## config.mk

```make
export PLATFORM = sky130hd
export DESIGN_NAME = dram_cfg_sequencer
export DESIGN_NICKNAME = d
export VERILOG_FILES = /design/src/rtl/dram_pkg.sv /design/src/rtl/dram_cfg_sequencer.sv
export SDC_FILE = /design/constraint.sdc
export NUM_CORES = 1
export LEC_CHECK = 0
export ABC_CLOCK_PERIOD_IN_PS = 1700
export BUFFER_PORTS_ARGS = -buffer_cell sky130_fd_sc_hd__buf_4
export CAP_MARGIN = 5
export CORE_MARGIN = 8
export CORE_UTILIZATION = 49
export DETAILED_ROUTE_END_ITERATION = 7
export HOLD_SLACK_MARGIN = 0.12
export PLACE_DENSITY = 0.81
export SYNTH_ARGS = -nofsm -noshare
export SYNTH_HDL_FRONTEND = slang
export SYNTH_SLANG_ARGS = --single-unit
```

## constraint.sdc

```tcl
create_clock -name clk_i -period 1.7 [get_ports clk_i]
set_input_delay 0.34 -clock clk_i [delete_from_list [all_inputs] [get_ports clk_i]]
set_output_delay 0.34 -clock clk_i [all_outputs]
set_load 0.005 [all_outputs]
```

## src/rtl/dram_pkg.sv

```systemverilog
// Shared definitions for the DRAM controller host-side sequencer: FSM states,
// configuration step count and bit positions inside the configuration bytes
// that the dram_controller decodes.
package dram_pkg;

  typedef enum logic [2:0] {
    ST_PWRUP,
    ST_CFG_LO,
    ST_CFG_HI,
    ST_IDLE,
    ST_ACC_LO,
    ST_ACC_WAIT,
    ST_GAP
  } state_e;

  localparam int CFG_STEPS = 11;

  // Step 2 byte layout
  localparam int CFG2_COL_LSB        = 0;
  localparam int CFG2_COL_MSB        = 3;
  localparam int CFG2_RDY_POL_BIT    = 4;
  localparam int CFG2_PAGE_MODE_BIT  = 5;
  localparam int CFG2_DATA_SETUP_BIT = 6;
  localparam int CFG2_DELAY_RDY_BIT  = 7;

  // Step 10 (final) byte layout
  localparam int CFG10_UNLOCK_BIT    = 0;
  localparam int CFG10_A17_CONF_BIT  = 1;
  localparam int CFG10_PAUSE_REF_BIT = 7;

endpackage

```

## src/rtl/dram_cfg_sequencer.sv

```systemverilog
// Host-side front end for dram_controller: replays the 11-step configuration
// write sequence after reset, then turns level host requests into CSn/RWn
// bus cycles and tracks the controller's RDY handshake.
//
//   state       | meaning
//   ------------+----------------------------------------------------
//   PWRUP       | wait POWERUP_CYC cycles after reset
//   CFG_LO      | config write, CSn and CONFn low, byte on addr[7:0]
//   CFG_HI      | CSn high gap between config writes
//   IDLE        | config done, waiting for a host request
//   ACC_LO      | first cycle of an access, controller drops RDY
//   ACC_WAIT    | wait for busy-then-ready, or timeout
//   GAP         | CSn high gap after an access
//
// All bus outputs are registered so the controller sees glitch-free pins.
module dram_cfg_sequencer
  import dram_pkg::*;
#(
  parameter logic [15:0] REFRESH_IVL  = 16'd200,
  parameter logic [3:0]  COL_BITS     = 4'd7,
  parameter logic        RDY_POL      = 1'b0,
  parameter logic        PAGE_MODE    = 1'b1,
  parameter logic        DATA_SETUP   = 1'b0,
  parameter logic        DELAY_RDY    = 1'b0,
  parameter logic [55:0] DELAYS       = 56'h0,
  parameter logic        PAUSE_ON_REF = 1'b0,
  parameter int          POWERUP_CYC  = 16,
  parameter int          CS_LOW_CYC   = 2,
  parameter int          CS_HIGH_CYC  = 2,
  parameter int          WAIT_TIMEOUT = 1024
) (
  input  logic        clk_i,
  input  logic        rst_i,
  input  logic        host_req_i,
  input  logic        host_we_i,
  input  logic [17:0] host_addr_i,
  output logic        host_ack_o,
  output logic        host_err_o,
  output logic        cfg_done_o,
  output logic        cs_n_o,
  output logic        rw_n_o,
  output logic        conf_n_o,
  output logic [17:0] addr_o,
  input  logic        rdy_i
);

  localparam logic [15:0] PWRUP_TC  = 16'(POWERUP_CYC - 1);
  localparam logic [15:0] LO_TC     = 16'(CS_LOW_CYC - 1);
  localparam logic [15:0] HI_TC     = 16'(CS_HIGH_CYC - 1);
  localparam logic [15:0] WAIT_TC   = 16'(WAIT_TIMEOUT - 1);
  localparam logic [3:0]  LAST_STEP = 4'(CFG_STEPS - 1);

  state_e      state_q, state_d;
  logic [15:0] cnt_q, cnt_d, cnt_inc;
  logic [3:0]  step_q, step_d, cfg_sel;
  logic        seen_busy_q, seen_busy_d;
  logic        cs_n_q, cs_n_d, rw_n_q, rw_n_d, conf_n_q, conf_n_d;
  logic [17:0] addr_q, addr_d;
  logic        ack_q, ack_d, err_q, err_d, done_q, done_d;
  logic [7:0]  cfg_byte;
  logic        ready;

  assign ready   = rdy_i ^ RDY_POL;
  assign cnt_inc = (cnt_q == 16'hFFFF) ? cnt_q : cnt_q + 16'd1;
  // Byte needed is the one for the step about to be entered.
  assign cfg_sel = (state_q == ST_PWRUP) ? 4'd0 : step_q + 4'd1;

  // Configuration byte for the selected step, built from parameters.
  always_comb begin
    cfg_byte = 8'h00;
    case (cfg_sel)
      4'd0: cfg_byte = REFRESH_IVL[7:0];
      4'd1: cfg_byte = REFRESH_IVL[15:8];
      4'd2: begin
        cfg_byte[CFG2_COL_MSB:CFG2_COL_LSB] = COL_BITS;
        cfg_byte[CFG2_RDY_POL_BIT]          = RDY_POL;
        cfg_byte[CFG2_PAGE_MODE_BIT]        = PAGE_MODE;
        cfg_byte[CFG2_DATA_SETUP_BIT]       = DATA_SETUP;
        cfg_byte[CFG2_DELAY_RDY_BIT]        = DELAY_RDY;
      end
      4'd3: cfg_byte = DELAYS[7:0];
      4'd4: cfg_byte = DELAYS[15:8];
      4'd5: cfg_byte = DELAYS[23:16];
      4'd6: cfg_byte = DELAYS[31:24];
      4'd7: cfg_byte = DELAYS[39:32];
      4'd8: cfg_byte = DELAYS[47:40];
      4'd9: cfg_byte = DELAYS[55:48];
      4'd10: begin
        // Unlock bit cleared locks out further config; A17-on-CONFn kept
        // clear so CONFn stays high during normal accesses.
        cfg_byte[CFG10_UNLOCK_BIT]    = 1'b0;
        cfg_byte[CFG10_A17_CONF_BIT]  = 1'b0;
        cfg_byte[CFG10_PAUSE_REF_BIT] = PAUSE_ON_REF;
      end
      default: cfg_byte = 8'h00;
    endcase
  end

  // Next-state and next-output logic for the sequencer FSM.
  always_comb begin
    state_d     = state_q;
    cnt_d       = cnt_inc;
    step_d      = step_q;
    seen_busy_d = seen_busy_q;
    cs_n_d      = cs_n_q;
    rw_n_d      = rw_n_q;
    conf_n_d    = conf_n_q;
    addr_d      = addr_q;
    ack_d       = 1'b0;
    err_d       = 1'b0;
    done_d      = done_q;
    unique case (state_q)
      ST_PWRUP: begin
        if (cnt_q == PWRUP_TC) begin
          state_d  = ST_CFG_LO;
          cnt_d    = '0;
          step_d   = '0;
          cs_n_d   = 1'b0;
          conf_n_d = 1'b0;
          addr_d   = {10'b0, cfg_byte};
        end
      end
      ST_CFG_LO: begin
        if (cnt_q == LO_TC) begin
          state_d = ST_CFG_HI;
          cnt_d   = '0;
          cs_n_d  = 1'b1;
        end
      end
      ST_CFG_HI: begin
        if (cnt_q == HI_TC) begin
          cnt_d = '0;
          if (step_q == LAST_STEP) begin
            state_d  = ST_IDLE;
            conf_n_d = 1'b1;
            done_d   = 1'b1;
            addr_d   = '0;
          end else begin
            state_d = ST_CFG_LO;
            step_d  = step_q + 4'd1;
            cs_n_d  = 1'b0;
            addr_d  = {10'b0, cfg_byte};
          end
        end
      end
      ST_IDLE: begin
        cnt_d = '0;
        if (host_req_i) begin
          state_d     = ST_ACC_LO;
          seen_busy_d = 1'b0;
          cs_n_d      = 1'b0;
          rw_n_d      = ~host_we_i;
          addr_d      = host_addr_i;
        end
      end
      ST_ACC_LO: begin
        state_d = ST_ACC_WAIT;
        cnt_d   = '0;
      end
      ST_ACC_WAIT: begin
        if (!ready) seen_busy_d = 1'b1;
        // A ready level only counts once the controller has shown busy,
        // otherwise a stale RDY or a refresh would end the access early.
        if (seen_busy_q && ready) begin
          state_d = ST_GAP;
          cnt_d   = '0;
          cs_n_d  = 1'b1;
          rw_n_d  = 1'b1;
          ack_d   = 1'b1;
        end else if (cnt_q == WAIT_TC) begin
          state_d = ST_GAP;
          cnt_d   = '0;
          cs_n_d  = 1'b1;
          rw_n_d  = 1'b1;
          err_d   = 1'b1;
        end
      end
      ST_GAP: begin
        if (cnt_q == HI_TC) begin
          state_d = ST_IDLE;
          cnt_d   = '0;
        end
      end
      default: state_d = ST_PWRUP;
    endcase
  end

  // State and registered outputs, synchronous reset from any state.
  always_ff @(posedge clk_i) begin
    if (rst_i) begin
      state_q     <= ST_PWRUP;
      cnt_q       <= '0;
      step_q      <= '0;
      seen_busy_q <= 1'b0;
      cs_n_q      <= 1'b1;
      rw_n_q      <= 1'b1;
      conf_n_q    <= 1'b1;
      addr_q      <= '0;
      ack_q       <= 1'b0;
      err_q       <= 1'b0;
      done_q      <= 1'b0;
    end else begin
      state_q     <= state_d;
      cnt_q       <= cnt_d;
      step_q      <= step_d;
      seen_busy_q <= seen_busy_d;
      cs_n_q      <= cs_n_d;
      rw_n_q      <= rw_n_d;
      conf_n_q    <= conf_n_d;
      addr_q      <= addr_d;
      ack_q       <= ack_d;
      err_q       <= err_d;
      done_q      <= done_d;
    end
  end

  assign cs_n_o     = cs_n_q;
  assign rw_n_o     = rw_n_q;
  assign conf_n_o   = conf_n_q;
  assign addr_o     = addr_q;
  assign host_ack_o = ack_q;
  assign host_err_o = err_q;
  assign cfg_done_o = done_q;

endmodule

```

==> metrics, run 1 <==
slew margin rel. 68.4%; setup TNS -10.96 ns; # diodes 0; pin count of the biggest net entering global routing 35; Area growth, synth to finish 56.2%; synth cell count leaders dfxtp_1 (48), a21oi_1 (31), nor2_1 (28), nand2_1 (23), o21ai_0 (19); slowest CP cell dfxtp_4; Worst setup SP type register; crit path cell chain buf_6, nor4_4, buf_4, nand4_1, buf_6, a22oi_1, a21o_1, a21oi_2; CTS root buf clkbuf_8; final period utilization 121%; layout cells sized above 1 46.3%; Worst Reg-to-Reg Cells 8; Synthesis Warnings 0; Starting Density 51.4%; Clock Power Share 40.3%; # fillers 260; Finished Cell Area 3810 um2; Synth top area share 39.3%; count leader, synth dfxtp_1; leakage dissipation 0.00149 uW; I/O pin count 47; Hold Path Class in -> reg; pre-CTS setup slack -0.211 ns; cell depth of the worst setup path 8; die width 86.6 um; antenna violations before repair 0; detailed placement HPWL 5190 um; GP Congestion between 0.9 and 1; CTS max path bufs 2; Async SR Flop Fraction 0%; post-synth cell types 48; dominant synthesized flop cell dfxtp_1; Fin. Hold Viols 0; internal power 1700 uW; Clock transition at path regs ~0.10 ns; Tot GR Track Use 21.6%; Logic pwr share under 10%; I/O Buffers 46; Crit path buffers/inverters 3; row count 25; f_max 0.485 GHz; net switching power 495 uW; Mapped Cells 294; Die H ~87 um; fin. max-slew vios 0; WL per Instance 20.0 um; area of the multi-input gates 1610 um2; Crit path top cell by count buf_6; final worst path period need 2.06 ns; Seq/Total Area, Yosys 39.3%; clk_skew 0.00915 ns; CP peak stage delay 0.37 ns; total CTS buffers 5; Pre-antenna DRT Iters 7; Final Setup Violations 44; actual slew at the worst max-slew pin 0.470 ns; Worst setup EP type register; Seq. cell area 977 um2; Nets 434; ANT nets after route 0; CP Max Fanout 5; Crit path required time 1.87 ns; H-Tree Depth 2; Residual DRC 0; Core Box Area approximately 4800 um2; CTS tree done; sequential power share 51.8%; Via Count 3000; first-pass GRT wire length 13200 um; RSZ-0062 raised after global routing yes; Avg Cell Area, Syn 8.31 um2; gr ovfl total 0; Worst-Skew Late Latency 0.31 ns; Final WS setup -0.363 ns; DRT iter0 DRCs 538; critical path's top delay family compound AO/OA/AOI/OAI gates; VDD IR max 0.394 mV; WS Path Type reg -> reg; Vias/cell ~6.3; status finished, violations left; DRT Wirelength 9510 um; hold depth 3; failing checks setup timing; pwr/cell area 575 nW/um2; flops & latches, synth 48; # clock sinks 48; Sw Share a little under a quarter; Mapped Area ~2400 um2; post-synth net total 321; Synth area leader dfxtp_1; Placed Area 3240 um2; Critical Path AT 2.24 ns; vias in the first global route 2691; max-cap viol count 0; DIE AREA 7500 um2; largest cells by area after synthesis dfxtp_1 (39%), a21oi_1 (6.4%), nand4_1 (4.6%), nor2_1 (4.3%), o21ai_0 (3.9%); number of synthesized flops with an enable pin 0
[path summary, 6_finish.rpt]
path                                     start          to  slack, ns
worst max register to register        cnt_q[9]  state_q[0]      -0.36
worst min register to register        conf_n_o    conf_n_o       0.48
worst max-delay path                  cnt_q[9]  state_q[0]      -0.36
worst min-delay path            host_addr_i[7]   addr_o[7]       0.28
[routing by layer]
layer | up-vias | global-route usage, % | part of all wire [%]
li1 | 1313 | - | -
met1 | 1418 | 26.0 | 38
met2 | 213 | 35.1 | 47
met3 | 56 | 5.01 | 9.1
met4 | 0 | 10.6 | 5.2
met5 | - | 0 | 0
[cells by family after synthesis]
family | count (synthesis) | synth area share, %
simple gates | 127 | 29.5
compound gates | 77 | 19.1
flops | 48 | 39.3
buf+inv | 24 | 4.92
xor+xnor | 11 | 3.94
fa+ha+maj | 4 | 2.05
mux | 3 | 1.23
[cell type report]
type,count,share of cell area [%]
inverters,7,0.689
multi-input cells,223,42.1
flip-flops and latches,48,25.6
clock inverters,2,1.02
repair buffers,122,26.2
clock buffers,6,2.16
well taps,67,2.20
[flip-flops by register name, indices dropped and copies added (netlist names)]
name	flops
conf_n_o	1
cfg_done_o	1
host_err_o	1
state_q	3
rw_n_o	1
step_q	4
cs_n_o	1
seen_busy_q	1
cnt_q	16
host_ack_o	1
addr_o	18
[worst register-to-register path: stages, from the launching register on]
cell,delay [ns]
dfxtp_4,0.37
buf_6,0.12
nor4_4,0.32
buf_4,0.19
nand4_1,0.13
buf_6,0.18
a22oi_1,0.29
a21o_1,0.23
a21oi_2,0.10
[placed cells by master, fill, tap and decap left out, types with 5 or more instances in the layout]
cell type and count:
a21oi_1 27, nand2_1 22, dfxtp_1 39, inv_1 7, xnor2_1 10, nor2_1 20, nor2_2 6, nand4_1 18
o21ai_2 5, dfxtp_2 7, o21ai_1 7, nand3_1 7, o21ai_0 7, a211oi_1 8, clkbuf_8 6, nor3_1 12
buf_6 9, buf_4 109
[timing repair]
action / CTS / global route
buffers inserted: 12 / 7
cloned: 0 / 3
hold buffers: 0 / 0
pin swaps: 18 / 34
gates resized for setup: 32 / 43
endpoints found under the setup margin: 41 / 44
[stage by stage]
step                hold WS [ns]  util (%)  cells  power (uW)
floorplan                  0.449         -    294        1220
global placement           0.457      68.2    445        1290
detailed placement         0.460      68.2    445        1290
CTS                        0.284      74.9    465        2160
global route               0.292      80.2    475        2260
finish                     0.281      80.2    475        2190
[power groups by stage]
stage          combinational, uW  clock [uW]  sequential [uW]
2_1_floorplan               49.9           0             1170
3_3_place_gp                 120           0             1170
3_5_place_dp                 122           0             1170
4_1_cts                      135         884             1140
5_1_grt                      182         935             1140
6_report                     173         884             1140
Power figures use the tool's default switching activity.
==> run 2, diff against run 1 <==
- PLACE_DENSITY: 0.81 -> unset
- PLACE_DENSITY_LB_ADDON: unset -> 0.12
==> run 2 against run 1 <==
- the flow still finishes with violations (setup timing)
- setup slack improved by 0.21 ns
- flip-flop and latch count stayed put
- largest cell class unchanged
- clock skew is 0.0020 ns lower
==> metrics, run 2 (same netlist as run 1, synthesis figures left out) <==
status finished, violations left; failing checks setup timing; Critical Path AT 2.03 ns (-0.21 ns); slowest CP cell nor4_4; Pwr Total 2110 uW (-3.8%); Sw Share 22.4% (-0.19 points); CP peak stage delay 0.40 ns (+0.03 ns); Via Count 2722 (-9.3%); VDD IR max 0.502 mV (+28%); Nets 425 (-2.1%); pwr/cell area 565 nW/um2 (-1.7%); WS Path Type reg -> reg; I/O Buffers 46 (unchanged); leakage dissipation 0.00146 uW (-1.6%); WL per Instance 16.8 um (-16%); number of flip-flops in the largest register 18 (unchanged); Pre-antenna DRT Iters 5 (-2); Die H 86.6 um (unchanged); f_max 0.541 GHz (+11%); Final WS setup -0.150 ns (+0.213 ns); # clock sinks 48 (unchanged); Starting Density 51.4% (unchanged); DIE AREA 7500 um2 (unchanged); max-cap viol count 0 (unchanged); Worst setup SP type register; setup TNS -2.59 ns (+8.36 ns); internal power 1640 uW (-3.5%); RSZ-0062 raised after global routing yes; CTS root buf clkbuf_8; ANT nets after route 0 (unchanged); CTS tree done; Residual DRC 0 (unchanged); slew margin rel. 71.9% (+3.5 points); vias in the first global route 2623 (-2.5%); Worst setup EP type register; Logic pwr share 6.9% (-1.0 points); total CTS buffers 5 (unchanged); H-Tree Depth 2 (unchanged); Crit path required time 1.88 ns (about the same); CTS max path bufs 2 (unchanged); Final Setup Violations 37 (-16%); net switching power 473 uW (-4.6%); CP Max Fanout 4 (-1); Clock Power Share 39.3% (-1.0 points); I/O pin count 47 (unchanged); sequential power share 53.8% (+2.0 points); Fin. Hold Viols 0 (unchanged); Tot GR Track Use 19.8% (-1.8 points); Worst-Skew Late Latency 0.31 ns (about the same); pin count of the biggest net entering global routing 35 (unchanged); DRT iter0 DRCs 206 (-62%); DRT Wirelength 7850 um (-18%); layout cells sized above 1 44.1% (-2.2 points); actual slew at the worst max-slew pin 0.422 ns (-0.0481 ns); crit path cell chain ha_4, and4_1, o311ai_2, a21oi_2, nor4_4, a211oi_2; Clock transition at path regs 0.09 ns (about the same); clk_skew 0.00711 ns (-0.00204 ns); antenna violations before repair 0 (unchanged); commonest non-fill, non-tap cell in the layout buf_4; Crit path buffers/inverters 0 (-3); row count 25 (unchanged); final period utilization 109% (-13 points); most frequent cells in the layout buf_4 (104), dfxtp_1 (37), nor2_1 (26); detailed placement HPWL 5060 um (-2.4%); fin. max-slew vios 0 (unchanged); Hold Path Class in -> reg; critical path's top delay family simple AND/OR/NAND/NOR gates; Core Box Area 4750 um2 (unchanged); gr ovfl total 0 (unchanged); Area growth, synth to finish 52.9%; Vias/cell 5.84 (-7.5%); GP Congestion 0.874 (-3.1%); first-pass GRT wire length 12300 um (-6.7%); final worst path period need 1.85 ns (-0.213 ns); # fillers 314 (+21%); # diodes 0 (unchanged); die width 86.6 um (unchanged)
-- run 2: changes by cell type in the layout (fill, tap and decap cells not counted), moves of 5 or more --
cell      previous run  this run
nor2_2               6         1
nor2_1              20        26
a211oi_1             8         3
o21ai_2              5         0
a211oi_2             2         7
buf_4              109       104
-- run 2: final timing paths --
check	startpoint	end	slack [ns]	cells after the start
hold reg to reg	conf_n_o	conf_n_o	0.47	2
hold / removal	host_addr_i[2]	addr_o[2]	0.29	3
setup / recovery	step_q[0]	addr_o[3]	-0.15	6
setup reg to reg	step_q[0]	addr_o[3]	-0.15	6
-- run 2: timing repair --
action	in CTS	in global routing
setup buffers	10	2
pin swaps	22	33
gates cloned	1	2
hold buffers	0	0
resized for setup	34	33
endpoints found under the setup margin	43	44
-- run 2: worst register-to-register path: stages (launching register included) --
cell and delay [ns]:
dfxtp_4 0.37, ha_4 0.17, and4_1 0.22, o311ai_2 0.32
a21oi_2 0.12, nor4_4 0.40, a211oi_2 0.13
-- run 2: area by class of cell --
class | instances | area, um2 | share of cell area, %
timing repair buffer | 114 | 955 | 25.6
tap | 67 | 83.8 | 2.24
clock buffer | 5 | 68.8 | 1.84
multi-input combinational | 222 | 1580 | 42.3
clock inverter | 3 | 42.5 | 1.14
inverter | 7 | 26.3 | 0.704
sequential | 48 | 980 | 26.2
-- run 2: power groups by stage --
stage                     combinational [uW]  sequential [uW]  clock [uW]
final                                    145             1140         830
after global routing                     157             1140         892
after CTS                                132             1140         848
after detailed placement                 121             1170           0
after global placement                   119             1170           0
after floorplan                         49.9             1170           0
-- run 2: through the flow --
step	setup slack [ns]	hold slack [ns]	cells	utilization, %	area, um2
floorplan	0.00889	0.449	294	-	2470
global placement	-0.106	0.455	444	68.1	3240
detailed placement	-0.204	0.451	444	68.1	3240
CTS	-0.0983	0.281	463	74.9	3560
global route	-0.224	0.288	466	78.6	3730
finish	-0.150	0.289	466	78.6	3730
-- run 2: layer usage --
metal / GRT usage [%] / part of all wire [%] / up-vias / wire (um)
met1: 24.1 / 42 / 1314 / 3260
met4: 6.42 / 1.7 / 0 / 131
met3: 3.97 / 7.1 / 15 / 560
met5: 0 / 0 / - / 0
li1: - / - / 1289 / -
met2: 33.8 / 50 / 104 / 3900
==> run 3, diff against run 2 <==
==> constraint.sdc (replaced) <==
create_clock -name clk_i -period 1.7 [get_ports clk_i]
set_input_delay 0.085 -clock clk_i [delete_from_list [all_inputs] [get_ports clk_i]]
set_output_delay 0.085 -clock clk_i [all_outputs]
set_load 0.005 [all_outputs]
==> run 3 against run 2 <==
- the flow still finishes with violations (setup timing)
- sequential share of layout area shrank 0.77 points
- count of clock-buffer cells in the layout is the same
- combinational power grew 23%
- critical endpoint is now state_q[1]
==> metrics, run 3 (same netlist as run 1, synthesis figures left out) <==
status finished, violations left; failing checks setup timing; max-cap viol count 0 (unchanged); Worst setup SP type register; layout cells sized above 1 41.2% (-2.9 points); pin count of the biggest net entering global routing 35 (unchanged); f_max 0.531 GHz (-1.8%); slew margin rel. 72.6% (+0.67 points); Worst Reg-to-Reg Cells 6 (unchanged); # clock sinks 48 (unchanged); commonest non-fill, non-tap cell in the layout buf_4; Finished Cell Area 3850 um2 (+3.0%); DIE AREA 7500 um2 (unchanged); Nets 443 (+4.2%); Fin. Hold Viols 0 (unchanged); # diodes 0 (unchanged); final worst path period need 1.88 ns (+0.0335 ns); VDD IR max 0.508 mV (+1.2%); Core Box Area 4750 um2 (unchanged); Worst-Skew Late Latency 0.31 ns (about the same); Clock transition at path regs 0.09 ns (about the same); CTS tree done; RSZ-0062 raised after global routing yes; H-Tree Depth 2 (unchanged); Die H 86.6 um (unchanged); final period utilization 111% (+2.0 points); row count 25 (unchanged); clk_skew 0.00918 ns (+0.00207 ns); Critical Path AT 2.07 ns (+0.04 ns); Area growth, synth to finish 57.5%; number of flip-flops in the largest register 18 (unchanged); leakage dissipation 0.00149 uW (+2.0%); Starting Density 51.4% (unchanged); Vias/cell 5.71 (-2.2%); total CTS buffers 5 (unchanged); I/O pin count 47 (unchanged); actual slew at the worst max-slew pin 0.412 ns (-0.0101 ns); Worst setup EP type register; die width 86.6 um (unchanged); fin. max-slew vios 0 (unchanged); detailed placement HPWL 5060 um (unchanged); crit path cell chain nor4_4, buf_4, a41oi_1, a22oi_2, a31oi_1, a311oi_1; Final Setup Violations 36 (-2.7%); Crit path required time 1.88 ns (about the same); reg-to-reg setup timing slack -0.18 ns (-0.03 ns); antenna violations before repair 0 (unchanged); Final WS setup -0.184 ns (-0.0335 ns); RR Startpoint cnt_q[4]; Placed Area 3240 um2 (unchanged); pre-CTS setup slack -0.204 ns (unchanged); most frequent cells in the layout buf_4 (107), dfxtp_1 (37), nor2_1 (27); DRT Wirelength 8100 um (+3.3%); CP Max Fanout 5 (+1); CTS root buf clkbuf_8; Pwr Total 2140 uW (+1.4%); CP peak stage delay 0.34 ns (-0.06 ns); slowest CP cell dfxtp_2; GP Congestion 0.874 (unchanged); Pre-antenna DRT Iters 5 (unchanged); gr ovfl total 0 (unchanged); ANT nets after route 0 (unchanged); Hold Path Class in -> reg; DRT iter0 DRCs 171 (-17%); WL per Instance 16.7 um (-0.59%); WS Path Type reg -> reg; vias in the first global route 2755 (+5.0%); critical path startpoint cnt_q[4]; I/O Buffers 46 (unchanged); Tot GR Track Use 21.9% (+2.1 points); Via Count 2765 (+1.6%); crit path to state_q[1]; first-pass GRT wire length 13500 um (+9.7%); CTS max path bufs 2 (unchanged); pwr/cell area 557 nW/um2 (-1.5%); Reg2Reg Capture Point state_q[1]; Residual DRC 0 (unchanged)
## run 3: cell types whose count changed in the layout (fill, tap and decap cells not counted), moves of 2 or more
cell           previous run  this run
a211oi_1                  3         7
a211oi_2                  7         3
o21ai_2                   0         4
buf_6                     5         2
o21ai_0                   8         5
clkbuf_16                 2         0
buf_4                   104       107
dlygate4sd3_1             0        20
## run 3: worst max-delay path: cells and delay by family (launching register included)
family	cells	cell delay, ns
compound gates	4	0.96
flops	1	0.34
simple gates	1	0.31
buf+inv	1	0.16
## run 3: area by class of cell
cell class              instances  area, um2
inverters                       7       26.3
fillers                       304        907
well taps                      67       83.8
repair buffers                132       1090
clock inverters                 3       42.5
flip-flops and latches         48        980
multi-input cells             222       1550
clock buffers                   5       68.8
## run 3: per-layer routing
layer / wire, um / share of wire, % / GRT usage (%) / vias up
li1: - / - / - / 1324
met1: 3540 / 44 / 26.5 / 1343
met2: 4050 / 50 / 38.3 / 88
met3: 412 / 5.1 / 3.97 / 10
met4: 99 / 1.2 / 6.42 / 0
met5: 0 / 0 / 0 / -
## run 3: where the power goes
group          leakage [uW]  switching [uW]  internal, uW  total [uW]
combinational       0.00105            77.2           102         179
sequential         0.000393            7.69          1130        1140
clock             0.0000541             392           435         828
total               0.00149             477          1670        2140
## run 3: worst min-delay path by stage
stage / slack, ns / cells after the start / startpoint / to
final: 0.18 / 2 / rst_i / state_q[2]
after global routing: 0.21 / 2 / rst_i / cfg_done_o
after CTS: 0.16 / 2 / rst_i / state_q[2]
after detailed placement: 0.36 / 3 / host_addr_i[7] / addr_o[7]
after global placement: 0.35 / 3 / host_addr_i[5] / addr_o[5]
after floorplan: 0.23 / 2 / host_addr_i[5] / addr_o[5]
## run 3: what timing repair did
item | 4_1_cts | 5_1_grt
cloned | 1 | 0
endpoints found under the hold margin | 22 | 0
resized for setup | 34 | 29
hold buffers | 20 | 0
pin swaps | 22 | 16
setup endpoints to repair | 43 | 43
setup buffers | 10 | 1
## run 3: metrics by stage
stage / utilization (%) / instances / hold WS, ns / TNS [ns]
3_3_place_gp: 68.1 / 444 / 0.345 / -1.93
6_report: 80.9 / 484 / 0.183 / -2.28
3_5_place_dp: 68.1 / 444 / 0.355 / -4.40
5_1_grt: 80.9 / 484 / 0.215 / -6.86
2_1_floorplan: - / 294 / 0.227 / 0
4_1_cts: 79.1 / 483 / 0.163 / -1.65
